[config.mk]
export PLATFORM = sky130hd
export DESIGN_NAME = cpu_sequencer
export DESIGN_NICKNAME = d
export VERILOG_FILES = /design/src/rtl/cpu_pkg.sv /design/src/rtl/seq_watchdog.sv /design/src/rtl/cpu_sequencer.sv
export SDC_FILE = /design/constraint.sdc
export NUM_CORES = 1
export LEC_CHECK = 0
export CAP_MARGIN = 20
export CORE_AREA = 2 2 39 41
export CTS_CLUSTER_DIAMETER = 80
export DETAILED_ROUTE_END_ITERATION = 12
export DIE_AREA = 0 0 41 43
export MAX_ROUTING_LAYER = met4
export PLACE_DENSITY = 0.54
export SYNTH_ARGS = -nofsm -noshare
export SYNTH_HDL_FRONTEND = slang
export SYNTH_SLANG_ARGS = --single-unit
[constraint.sdc]
create_clock -name clk -period 2 [get_ports clk]
set_clock_uncertainty 0.05 [all_clocks]
set_input_delay 0.3 -clock clk [delete_from_list [all_inputs] [get_ports clk]]
set_output_delay 0.3 -clock clk [all_outputs]
set_load 0.005 [all_outputs]
[src/rtl/cpu_pkg.sv]
// Shared definitions for the accumulator CPU sequencer:
// opcodes, the state encoding and the bus widths.
package cpu_pkg;

    localparam int OPC_W  = 3;
    localparam int ADDR_W = 13;

    localparam logic [OPC_W-1:0] OP_HLT = 3'b000;
    localparam logic [OPC_W-1:0] OP_SKZ = 3'b001;
    localparam logic [OPC_W-1:0] OP_ADD = 3'b010;
    localparam logic [OPC_W-1:0] OP_AND = 3'b011;
    localparam logic [OPC_W-1:0] OP_XOR = 3'b100;
    localparam logic [OPC_W-1:0] OP_LDA = 3'b101;
    localparam logic [OPC_W-1:0] OP_STO = 3'b110;
    localparam logic [OPC_W-1:0] OP_JMP = 3'b111;

    typedef enum logic [3:0] {
        ST_IDLE   = 4'd0,
        ST_FETCH  = 4'd1,
        ST_DECODE = 4'd2,
        ST_RD_OP  = 4'd3,
        ST_WR_OP  = 4'd4,
        ST_JUMP   = 4'd5,
        ST_SKIP   = 4'd6,
        ST_HALT   = 4'd7
    } state_t;

endpackage

[src/rtl/seq_watchdog.sv]
// Memory-access watchdog: counts unacknowledged wait cycles and
// raises a sticky bus error when the budget runs out.
module seq_watchdog #(
    parameter int TIMEOUT_CYC = 16
) (
    input  logic clk,
    input  logic rst,
    input  logic i_clr,
    input  logic i_wait,
    output logic o_expired,
    output logic o_bus_err
);

    localparam int CNT_W = $clog2(TIMEOUT_CYC + 1);

    logic [CNT_W-1:0] r_cnt;
    logic             r_err;

    always_ff @(posedge clk) begin
        if (rst || i_clr) begin
            r_cnt <= '0;
        end else if (i_wait) begin
            r_cnt <= r_cnt + 1'b1;
        end
    end

    always_ff @(posedge clk) begin
        if (rst) begin
            r_err <= 1'b0;
        end else if (o_expired) begin
            r_err <= 1'b1;
        end
    end

    assign o_expired = i_wait && (r_cnt == CNT_W'(TIMEOUT_CYC - 1));
    assign o_bus_err = r_err;

endmodule

[src/rtl/cpu_sequencer.sv]
// Fetch/decode/execute controller for the 16-bit accumulator CPU.
// Define SEQ_TIMEOUT_EN to bound memory waits with a watchdog.
module cpu_sequencer
    import cpu_pkg::*;
#(
    parameter int OPC_W       = cpu_pkg::OPC_W,
    parameter int TIMEOUT_CYC = 16
) (
    input  logic             clk,
    input  logic             rst,
    input  logic             ena,
    input  logic [OPC_W-1:0] opcode,
    input  logic             zero,
    input  logic             mem_ack,
    output logic             load_ir,
    output logic             inc_pc,
    output logic             load_pc,
    output logic             sel_addr,
    output logic             rd,
    output logic             wr,
    output logic             datactl_ena,
    output logic             load_acc,
    output logic             halt,
    output logic             bus_err
);

    state_t r_state;
    state_t w_next;
    state_t w_boundary;
    logic   w_wait_state;
    logic   w_timeout;

    assign w_boundary   = ena ? ST_FETCH : ST_IDLE;
    assign w_wait_state = (r_state == ST_FETCH) || (r_state == ST_RD_OP) ||
                          (r_state == ST_WR_OP);

`ifdef SEQ_TIMEOUT_EN
    // Counter is held clear outside access states and on the ack cycle,
    // so it always starts from zero on entry to the next access.
    seq_watchdog #(
        .TIMEOUT_CYC (TIMEOUT_CYC)
    ) u_watchdog (
        .clk       (clk),
        .rst       (rst),
        .i_clr     (!w_wait_state || mem_ack),
        .i_wait    (w_wait_state && !mem_ack),
        .o_expired (w_timeout),
        .o_bus_err (bus_err)
    );
`else
    logic w_unused_cfg;
    assign w_unused_cfg = (TIMEOUT_CYC == 0) && w_wait_state;
    assign w_timeout    = 1'b0;
    assign bus_err      = 1'b0;
`endif

    always_ff @(posedge clk) begin
        if (rst) begin
            r_state <= ST_IDLE;
        end else begin
            r_state <= w_next;
        end
    end

    always_comb begin
        w_next      = r_state;
        load_ir     = 1'b0;
        inc_pc      = 1'b0;
        load_pc     = 1'b0;
        sel_addr    = 1'b0;
        rd          = 1'b0;
        wr          = 1'b0;
        datactl_ena = 1'b0;
        load_acc    = 1'b0;
        halt        = 1'b0;
        case (r_state)
            ST_IDLE: begin
                if (ena) w_next = ST_FETCH;
            end
            ST_FETCH: begin
                rd = 1'b1;
                if (mem_ack) begin
                    load_ir = 1'b1;
                    w_next  = ST_DECODE;
                end else if (w_timeout) begin
                    w_next = ST_HALT;
                end
            end
            ST_DECODE: begin
                inc_pc = 1'b1;
                case (opcode)
                    OP_HLT:                         w_next = ST_HALT;
                    OP_SKZ:                         w_next = zero ? ST_SKIP : w_boundary;
                    OP_ADD, OP_AND, OP_XOR, OP_LDA: w_next = ST_RD_OP;
                    OP_STO:                         w_next = ST_WR_OP;
                    default:                        w_next = ST_JUMP;
                endcase
            end
            ST_RD_OP: begin
                sel_addr = 1'b1;
                rd       = 1'b1;
                if (mem_ack) begin
                    load_acc = 1'b1;
                    w_next   = w_boundary;
                end else if (w_timeout) begin
                    w_next = ST_HALT;
                end
            end
            ST_WR_OP: begin
                sel_addr    = 1'b1;
                wr          = 1'b1;
                datactl_ena = 1'b1;
                if (mem_ack) begin
                    w_next = w_boundary;
                end else if (w_timeout) begin
                    w_next = ST_HALT;
                end
            end
            ST_JUMP: begin
                load_pc = 1'b1;
                w_next  = w_boundary;
            end
            ST_SKIP: begin
                inc_pc = 1'b1;
                w_next = w_boundary;
            end
            ST_HALT: begin
                halt = 1'b1;
            end
            default: begin
                w_next = ST_IDLE;
            end
        endcase
    end

endmodule

==> results.toml <==
[clock_tree]
h-tree-depth = 1
cts_inserted_buffers = 3
clk_latency_ns = 0.23
clockBufferDepth = 2
cts_tree = "done"
cts.clk_slew.worst_paths_ns = 0.04
cts_sinks = 3
cts_root_buf = "clkbuf_4"

[floorplanning]
die_h_um = 43
rows = 14
io-pin-count = 18
dieArea_um2 = 1760
coreArea_um2 = 1380
die_w_um = 41
start_util_pct = 23.6

[worst_setup_path]
crit_required_ns = 1.65
cp_data_arrival_time_ns = 1.54
cp-end-kind = "output port"
critPathMaxFanout = 11
rrSetupSlack_ns = 0.67
worstReg2RegStart = "r_state[1]"
start_kind = "flop"
r2r_end = "r_state[0]"
path_class = "reg2out"
ff2ff_path_depth = 4

[power_and_ir_drop]
powerDensity_nw_per_um2 = 527
switching_share_pct = 27.1
pwr-share-seq_pct = 28.7
pwr-share-comb_pct = 32.7
clkPwrFrac_pct = 38.6
p_leak_nw = 0.201
power.internal_mw = 0.197
power_mw = 0.271
p_switching_mw = 0.0733
ir_drop_mv = 0.234

[layout]
layout-drive-gt1-share_pct = 19.7
final_cell_mix = "clkdlybuf4s50_1, nand2_1, nor2_1, a21oi_1, clkbuf_4"
final_common_cell = "clkdlybuf4s50_1"
nFillCells = 164
regMostFlops = "r_state"
biggestRegsByFlops = "r_state (3)"
multi_input_area_um2 = 235
largest_reg_flops = 3
regArea_um2 = 61.3
area_delta_synth_final_pct = 57.5
antenna_cells = 0
final_nets = 70

[placement]
dp_hpwl_um = 538
gp_congestion = 0.732
portBuffers = 16

[logic_synthesis]
syn_area_per_cell_um2 = 7.42
synth_compound_area_share_pct = 24.1
ys_seq_area_share_pct = 18.4
synth_cells = 44
synthArstFlopShare_pct = 0
syn-num-nets = 52
synth_flop_cell = "dfxtp_1"
synth_mux_area_share_pct = 6.51
yosysWarnings = 0
synth_cell_types = 26
synth_fa_ha_area_share_pct = 0
synth_seq_cells = 3
synthSimpleGateAreaFrac_pct = 36.8
synth_edf_count = 0
syn_area_um2 = 327
synth_top_family_by_area = "simple AND/OR/NAND/NOR gates"
synth_xor_area_share_pct = 2.68

[timing]
maxSlewViolCount = 0
fmax_mhz = 528
hold_viol_final = 0
period_minus_slack_ns = 1.89
rsz0062_at_grt = "false"
period_share_pct = 94.6
finalSetupViolCount = 0
fin_tns_setup_ns = 0

[min_path]
holdPathStages = 2
hold_start = "r_state[0]"
hp-class = "reg2reg"
hold_end = "r_state[1]"

[detailed_routing]
drtIter0Drc = 5
wl_um = 687
antenna_left = 0
vias_per_cell = 4.21
drtPass1Iterations = 3
vias = 324
wire_per_inst_um = 8.92
drc = 0

[global_routing]
grt_pass1_wl_um = 1080
grt-ovfl-total = 0
grt_pass1_vias = 285
grtUsageTotal_pct = 9.65
grt_max_degree = 12
antenna_found_initial = 0

[outcome]
status = "complete, no violations"

[flow_run]
max_cap_violations = 0
[through the flow]
step                      std cells  instance area, um^2  setup WS [ns]  utilization (%)  hold slack [ns]
after floorplan                  44                  327          0.808                -            0.316
after global placement           73                  484          0.208             35.0            0.515
after detailed placement         73                  484          0.184             35.0            0.518
after CTS                        77                  510         0.0335             36.9            0.521
after global routing             77                  514         0.0132             37.2            0.531
final                            77                  514          0.107             37.2            0.470
[timing repair]
action,in CTS,in global routing
hold buffers,0,0
gates resized for setup,0,2
buffers inserted,0,0
endpoints found under the setup margin,0,2
[cell usage after synthesis (2+ instances only)]
library cell,count,area [um^2]
dfxtp_1,3,60.1
and3_1,2,12.5
a21oi_1,3,15.0
nor2b_1,3,18.8
nand2_1,5,18.8
nor2_1,3,11.3
buf_4,4,30.0
and2b_1,2,15.0
o21ai_0,2,10.0
[cell type report]
class / count / area share [%]
multi-input cells: 36 / 45.7
well taps: 16 / 3.89
clock buffers: 4 / 5.11
repair buffers: 17 / 32.6
inverters: 1 / 0.730
flip-flops and latches: 3 / 11.9
[layer usage]
metal  up-vias  share of wire (%)  GRT usage (%)
li1        181                  -              -
met1       135                 45           10.9
met2         8                 49           13.1
met3         0                6.0              0
met4         0                  0           12.0
met5         -                  0              -
[cell families (layout without fill, tap and decap cells)]
| family | after synthesis | in the layout |
|---|---|---|
| AO/OA/AOI/OAI | 11 | 11 |
| multiplexers | 2 | 2 |
| buffers and inverters | 5 | 22 |
| AND/OR/NAND/NOR | 21 | 21 |
| XOR/XNOR | 1 | 1 |
| flip-flops | 3 | 3 |
| other | 1 | 1 |
[how the worst max path moves through the flow]
stage	start	endpoint	slack (ns)	cells past startpoint
2_1_floorplan	r_state[0]	r_state[0]	0.81	4
6_report	r_state[2]	sel_addr	0.11	2
5_1_grt	r_state[2]	sel_addr	0.01	2
3_5_place_dp	mem_ack	load_acc	0.18	3
4_1_cts	r_state[0]	load_acc	0.03	3
3_3_place_gp	mem_ack	load_acc	0.21	3
[worst max-delay path, cell delays in order (launching register included)]
cell	delay (ns)
dfxtp_1	0.50
mux2_2	0.37
clkdlybuf4s50_1	0.44
[power by group through the flow]
| stage | logic [mW] | clock network (mW) | registers (mW) |
|---|---|---|---|
| 5_1_grt | 0.0991 | 0.115 | 0.0803 |
| 3_3_place_gp | 0.0890 | 0 | 0.0785 |
| 6_report | 0.0887 | 0.104 | 0.0777 |
| 4_1_cts | 0.0893 | 0.112 | 0.0772 |
| 2_1_floorplan | 0.0565 | 0 | 0.0718 |
| 3_5_place_dp | 0.0889 | 0 | 0.0783 |
No activity file was read; power rests on OpenSTA's default activity.
